==> src/rtl/sample_mode_sched.sv <==
// -----------------------------------------------------------------------------
// sample_mode_sched
//
// Round-robin scheduler for the shared SHAKE-to-sample converter. Four
// requesters compete for the converter:
//   0 = sampleU, 1 = sampleA, 2 = sampleU sign, 3 = cpoly.
// For the granted job the block drives the converter mode, gates the SHAKE
// data strobe into it, and counts produced coefficients up to the job target.
// It then waits a fixed drain period, flushes the converter and reports done.
//
// Optional watchdog: define SCHED_TIMEOUT_EN to abort a RUN job that sees no
// counted strobe for TIMEOUT_CYC cycles. The abort sets the sticky err_o and
// still pulses done. Without the macro err_o is tied to 0.
//
// Ports:
//   clk, rst_n      clock, asynchronous active-low reset
//   req[3:0]        level request per mode, held until its done bit
//   u_i[5:0]        u parameter, latched at grant
//   shake_valid_i   SHAKE output word valid
//   a_flag_i        converter sampleA output strobe
//   u_flag_i        converter sampleU output strobe
//   c_flag_i        converter Chash address strobe
//   grant[3:0]      one-hot grant, high for the whole job
//   done[3:0]       one-cycle completion pulse per mode
//   busy            high in every state except IDLE
//   mode_o[1:0]     converter Din_mod
//   u_o[5:0]        latched u to converter inp_u
//   shake_en_o      squeeze enable to the SHAKE core
//   din_flag_o      shake_valid_i gated by shake_en_o
//   sample_rst_o    one-cycle converter flush pulse
//   coef_cnt_o[8:0] coefficients counted in the current job
//   err_o           watchdog abort sticky flag
// -----------------------------------------------------------------------------
module sample_mode_sched #(
  parameter int N_COEF    = 256,
  parameter int N_CPOLY   = 16,
  parameter int DRAIN_CYC = 8
`ifdef SCHED_TIMEOUT_EN
  ,
  parameter int TIMEOUT_CYC = 1024
`endif
) (
  input  logic       clk,
  input  logic       rst_n,
  input  logic [3:0] req,
  input  logic [5:0] u_i,
  input  logic       shake_valid_i,
  input  logic       a_flag_i,
  input  logic       u_flag_i,
  input  logic       c_flag_i,
  output logic [3:0] grant,
  output logic [3:0] done,
  output logic       busy,
  output logic [1:0] mode_o,
  output logic [5:0] u_o,
  output logic       shake_en_o,
  output logic       din_flag_o,
  output logic       sample_rst_o,
  output logic [8:0] coef_cnt_o,
  output logic       err_o
);

  typedef enum logic [2:0] {
    S_IDLE,
    S_SETUP,
    S_RUN,
    S_DRAIN,
    S_DONE
  } state_t;

  localparam int            DW         = $clog2(DRAIN_CYC) + 1;
  localparam logic [DW-1:0] DRAIN_LAST = DW'(DRAIN_CYC - 1);
  localparam logic [9:0]    TGT_COEF   = 10'(N_COEF);
  localparam logic [9:0]    TGT_CPOLY  = 10'(N_CPOLY);

  state_t        state, state_n;
  logic [3:0]    grant_n;
  logic [1:0]    mode_n;
  logic [5:0]    u_n;
  logic          shake_en_n;
  logic [8:0]    coef_n;
  logic [DW-1:0] drain_cnt, drain_n;
  logic [1:0]    rr, rr_n;
  logic          dropped, dropped_n;   // job ended by request withdrawal

  logic [1:0]    pick_idx;
  logic [1:0]    inc;
  logic [9:0]    cnt_sum;
  logic [9:0]    target;
  logic          reached;
  logic          req_held;
  logic          timeout;

  // First requester at or after the round-robin pointer, wrapping. Scanning
  // downward lets the lowest offset win.
  always_comb begin
    pick_idx = rr;
    for (int k = 3; k >= 0; k--) begin
      if (req[2'(rr + 2'(k))]) pick_idx = 2'(rr + 2'(k));
    end
  end

  // Only the strobe belonging to the granted mode counts; sampleU yields two
  // coefficients per strobe.
  always_comb begin
    unique case (mode_o)
      2'd0:    inc = u_flag_i ? 2'd2 : 2'd0;
      2'd1:    inc = {1'b0, a_flag_i};
      2'd2:    inc = {1'b0, u_flag_i};
      default: inc = {1'b0, c_flag_i};
    endcase
  end

  assign cnt_sum  = {1'b0, coef_cnt_o} + {8'd0, inc};
  assign target   = (mode_o == 2'd3) ? TGT_CPOLY : TGT_COEF;
  assign reached  = (cnt_sum >= target);
  assign req_held = |(req & grant);

`ifdef SCHED_TIMEOUT_EN
  localparam int            IW        = $clog2(TIMEOUT_CYC) + 1;
  localparam logic [IW-1:0] IDLE_LAST = IW'(TIMEOUT_CYC - 1);

  logic [IW-1:0] idle_cnt;
  logic          err_q;

  assign timeout = (state == S_RUN) && req_held && (inc == 2'd0) &&
                   (idle_cnt == IDLE_LAST);

  always_ff @(posedge clk or negedge rst_n) begin
    if (!rst_n) begin
      idle_cnt <= '0;
      err_q    <= 1'b0;
    end else begin
      if (state != S_RUN || inc != 2'd0) idle_cnt <= '0;
      else                               idle_cnt <= idle_cnt + IW'(1);
      if (timeout) err_q <= 1'b1;
    end
  end

  assign err_o = err_q;
`else
  assign timeout = 1'b0;
  assign err_o   = 1'b0;
`endif

  always_comb begin
    // NOTE: every next value defaults to its current value (or zero) before
    // the case, so no path leaves a signal unassigned and no latch is inferred.
    state_n    = state;
    grant_n    = grant;
    mode_n     = mode_o;
    u_n        = u_o;
    shake_en_n = shake_en_o;
    coef_n     = coef_cnt_o;
    drain_n    = '0;
    rr_n       = rr;
    dropped_n  = dropped;

    unique case (state)
      S_IDLE: begin
        if (|req) begin
          grant_n   = 4'b0001 << pick_idx;
          mode_n    = pick_idx;
          u_n       = u_i;
          coef_n    = '0;
          dropped_n = 1'b0;
          state_n   = S_SETUP;
        end
      end
      S_SETUP: begin
        if (!req_held) begin
          dropped_n = 1'b1;
          state_n   = S_DRAIN;
        end else begin
          shake_en_n = 1'b1;
          state_n    = S_RUN;
        end
      end
      S_RUN: begin
        if (!req_held) begin
          shake_en_n = 1'b0;
          dropped_n  = 1'b1;
          state_n    = S_DRAIN;
        end else if (reached) begin
          coef_n     = target[8:0];
          shake_en_n = 1'b0;
          state_n    = S_DRAIN;
        end else if (timeout) begin
          shake_en_n = 1'b0;
          state_n    = S_DRAIN;
        end else begin
          coef_n = cnt_sum[8:0];
        end
      end
      S_DRAIN: begin
        if (drain_cnt == DRAIN_LAST) state_n = S_DONE;
        else                         drain_n = drain_cnt + DW'(1);
      end
      S_DONE: begin
        grant_n = '0;
        rr_n    = mode_o + 2'd1;
        state_n = S_IDLE;
      end
      default: state_n = S_IDLE;
    endcase
  end

  always_ff @(posedge clk or negedge rst_n) begin
    if (!rst_n) begin
      state      <= S_IDLE;
      grant      <= '0;
      mode_o     <= '0;
      u_o        <= '0;
      shake_en_o <= 1'b0;
      coef_cnt_o <= '0;
      drain_cnt  <= '0;
      rr         <= '0;
      dropped    <= 1'b0;
    end else begin
      // NOTE: non-blocking assignments so every register samples the values
      // from before this edge, independent of statement order.
      state      <= state_n;
      grant      <= grant_n;
      mode_o     <= mode_n;
      u_o        <= u_n;
      shake_en_o <= shake_en_n;
      coef_cnt_o <= coef_n;
      drain_cnt  <= drain_n;
      rr         <= rr_n;
      dropped    <= dropped_n;
    end
  end

  assign busy         = (state != S_IDLE);
  assign done         = (state == S_DONE && !dropped) ? grant : 4'b0000;
  assign sample_rst_o = (state == S_DRAIN) && (drain_cnt == DRAIN_LAST);
  assign din_flag_o   = shake_valid_i & shake_en_o;

endmodule

==> config.mk <==
export PLATFORM = sky130hd
export DESIGN_NAME = sample_mode_sched
export DESIGN_NICKNAME = d
export VERILOG_FILES = /design/src/rtl/sample_mode_sched.sv
export SDC_FILE = /design/constraint.sdc
export NUM_CORES = 1
export LEC_CHECK = 0
export BUFFER_PORTS_ARGS = -buffer_cell sky130_fd_sc_hd__buf_2
export CAP_MARGIN = 20
export CORE_AREA = 5 5 61 76
export DETAILED_ROUTE_END_ITERATION = 12
export DIE_AREA = 0 0 66 81
export PLACE_DENSITY = 0.77
export SYNTH_ARGS = -nofsm -noshare
export SYNTH_HDL_FRONTEND = slang
export SYNTH_SLANG_ARGS = --single-unit
==> constraint.sdc <==
create_clock -name clk -period 4 [get_ports clk]
set_input_delay 0.4 -clock clk [delete_from_list [all_inputs] [get_ports clk]]
set_output_delay 0.4 -clock clk [all_outputs]
set_load 0.05 [all_outputs]
==> impl_metrics.yaml <==
cts:
  clk_path_buf_depth: 2
  cts_htree_levels: 2
  cts_hold_repair.buffers: 0
  cts-root-buf: "clkbuf_8"
  clk-insertion-delay-late_ps: 290
  numCtsBuffers: 5
  clk_pin_slew_ps: 70
  cts_tree: "yes"
  post_cts_resized: 0
  clkSinkCount: 32
  post-cts-setup-buffer-count: 0
synthesis:
  synth_compound_area_frac: 0.177
  netlist_area_mm2: 0.00199
  yosysWarnings: 0
  synth_top_family_by_area: "simple AND/OR/NAND/NOR gates"
  synthSimpleGateAreaFrac: 0.237
  yosysUniqueCellTypes: 51
  synthAdderAreaFrac: 0.0665
  synth_xor_area_frac: 0.0220
  synth-edff-count: 0
  muxShareOfSynthArea: 0.0508
  ys_seq_area_frac: 0.402
  syn_nets: 238
  syn_avg_cell_area_um2: 9.41
  ys.flop_type: "dfrtp_1"
  synthCells: 212
  yosys_register_bits: 32
  async_reset_ff_frac: 1.00
finish:
  areaGrowthSynthToFinish_pct: 17.7
  finalNonFillerCells: 312
  register_area_um2: 801
  fill_cells: 347
  multi_input_area_mm2: 0.00111
  drive_gt1_frac: 0.279
  fin_nets: 283
  num_antenna_cells: 0
route:
  drt_first_iter_violations: 110
  drc: 0
  vias: 1774
  drtAntennaViolNets: 0
  dr.pass1.iters: 5
  wirelength_mm: 4.58
  routedWlPerCell_um: 14.7
  viasPerCell: 5.69
hold_path:
  hp-class: "input port to asynchronous set/reset pin"
power:
  swShare: 0.498
  power.switching_mw: 0.832
  p_clk_frac: 0.154
  power.internal_mw: 0.838
  powerDensity_mw_per_mm2: 711
  max-vdd-ir-drop_mv: 0.490
  p_total_mw: 1.67
  p_seq_frac: 0.324
  p_leak_nw: 1.10
  power_frac_comb: 0.522
placement:
  place.gp.congestion: 0.912
  portBuffers: 44
  dp_hpwl_mm: 3.48
  place_inst: 304
  pre_cts_slack_ps: 480
run_status:
  status: "finished, final reports clean"
floorplan:
  die_h_um: 81
  rows: 25
  die_area_mm2: 0.00535
  die_x_um: 66
  core_mm2: 0.00378
  start_util: 0.527
  pin_count: 46
global_routing:
  grt_start_max_net_pins: 33
  grt_pass1_vias: 1767
  antenna_found_initial: 0
  grt_pass1_wl_mm: 8.02
  grt_usage: 0.193
  gr-total-overflow: 0
timing:
  timing.final.crit_share: 0.884
  finalMaxSlewViolations: 0
  rsz0062_at_grt: "false"
  max_freq_mhz: 283
  hold_viol_final: 0
  setup_viol: 0
  tightest_slew_ps: 737
  skew_ps: 8.63
  setup_tns_ps: 0
  period_minus_slack_ps: 3540
  maxSlewHeadroom: 0.509
  hold_ws_ps: 163
  setup_ws_ps: 463
flow_run:
  cap_violations: 0
worst_setup_path:
  worstPathRequired_ps: 4160
  max_stage_delay_ps: 630
  cp_data_arrival_time_ps: 3690
  path_class: "flip-flop to flip-flop"
  path_buf_inv: 2
  slowest_stage: "or4b_1"
  worstSetupStartpointType: "flip-flop"
  path_max_fanout: 9
  cp_cell_sequence: "inv_1 > ha_1 > a22oi_1 > o21ai_0 > ha_1 > fa_1 > nand3_1 > nor3_1 > xnor2_1 > inv_1 > ha_1 > or4b_1 > nand4b_2 > o211ai_1"
  crit_top_cell: "ha_1"
  path_delay_family: "adder cells"
  endpoint_kind: "flip-flop"
-- worst register-to-register path, cell delays in order, from the launching register on --
cell,delay [ps]
dfrtp_1,420
inv_1,80
ha_1,200
a22oi_1,130
o21ai_0,100
ha_1,230
fa_1,390
nand3_1,100
nor3_1,70
xnor2_1,210
inv_1,70
ha_1,350
or4b_1,630
nand4b_2,300
o211ai_1,140
-- per-layer routing --
layer,vias to the layer above,track usage,routed length (um)
li1,864,-,-
met1,848,0.231,1880
met2,54,0.337,2320
met3,8,0.0484,311
met4,0,0.0650,68
met5,-,0,0
-- cell type report --
cell class | instances | area share
inverter | 10 | 0.0160
tap | 54 | 0.0288
clock inverter | 2 | 0.00426
sequential | 32 | 0.341
timing repair buffer | 47 | 0.103
clock buffer | 6 | 0.0352
multi-input combinational | 161 | 0.471
-- power by group through the flow --
| stage | Combinational, mW | Clock [mW] | Sequential [mW] |
|---|---|---|---|
| 6_report | 0.872 | 0.258 | 0.540 |
| 4_1_cts | 0.878 | 0.262 | 0.542 |
| 2_1_floorplan | 0.403 | 0 | 0.798 |
| 3_5_place_dp | 0.874 | 0 | 0.546 |
| 3_3_place_gp | 0.863 | 0 | 0.541 |
| 5_1_grt | 0.954 | 0.279 | 0.564 |
-- sequential cells by signal (all words and copies together), names as in the netlist --
signal      cells
u_o             6
drain_cnt       4
rr              2
coef_cnt_o      9
shake_en_o      1
mode_o          2
state           3
grant           4
dropped         1
-- synthesized netlist by cell type, types with 2 or more instances --
master,n,area (um2)
dfrtp_1,32,801
nand2_1,25,93.8
o21ai_0,13,65.1
nand3_1,11,55.1
nor3_1,11,55.1
inv_1,10,37.5
ha_1,9,113
mux2_2,9,101
nor2_1,9,33.8
and2_1,7,43.8
a21oi_1,6,30.0
nand4_1,5,31.3
a41oi_1,4,35.0
a21o_1,3,22.5
a22oi_1,3,22.5
buf_2,3,15.0
nand2b_1,3,18.8
nor2b_1,3,18.8
nor4_1,3,18.8
xnor2_1,3,26.3
a211oi_1,2,15.0
a21boi_0,2,15.0
a311o_1,2,20.0
clkbuf_1,2,7.51
nand3b_1,2,15.0
nor3b_1,2,15.0
o211ai_1,2,15.0
o31ai_1,2,15.0
xor2_1,2,17.5
-- cell families (layout without fill, tap and decap cells) --
group           count (synthesis)  after routing
compound gates                 48             48
xor+xnor                        5              5
fa+ha+maj                      10             10
buf+inv                        19             65
flops                          32             32
mux                             9              9
other cells                     1              1
simple gates                   88             88
-- placed cells by master, fill, tap and decap left out, types with 3 or more instances in the layout --
cell type	instances
inv_1	10
and2_1	7
nand2_1	25
buf_4	3
dfrtp_1	32
clkbuf_8	6
a41oi_1	4
mux2_2	9
a21o_1	3
nor2_1	9
nand3_1	11
o21ai_0	13
nor4_1	3
a22oi_1	3
buf_2	44
nor3_1	11
a21oi_1	6
xnor2_1	3
nand4_1	5
ha_1	9
nand2b_1	3
nor2b_1	3
-- path summary, 6_finish.rpt --
check / from / end / slack [ps] / cells after the start
max: mode_o[0]$_DFFE_PN0P_ / coef_cnt_o[3]$_DFFE_PN0P_ / 460 / 14
min: rst_n / u_o[5]$_DFFE_PN0P_ / 160 / 1
max reg2reg: mode_o[0]$_DFFE_PN0P_ / coef_cnt_o[3]$_DFFE_PN0P_ / 460 / 14
min reg2reg: drain_cnt[0]$_DFF_PN0_ / drain_cnt[0]$_DFF_PN0_ / 460 / 1
max in group asynchronous: rst_n / state[1]$_DFFE_PN0P_ / 3350 / 1
min in group clk: u_i[5] / u_o[5]$_DFFE_PN0P_ / 340 / 2
-- metrics by stage --
| stage | instance area, um2 | util |
|---|---|---|
| 6_report | 2350 | 0.620 |
| 4_1_cts | 2350 | 0.620 |
| 3_5_place_dp | 2250 | 0.596 |
| 5_1_grt | 2350 | 0.620 |
| 2_1_floorplan | 1990 | - |
| 3_3_place_gp | 2250 | 0.596 |
(Power assumes the default switching activity.)
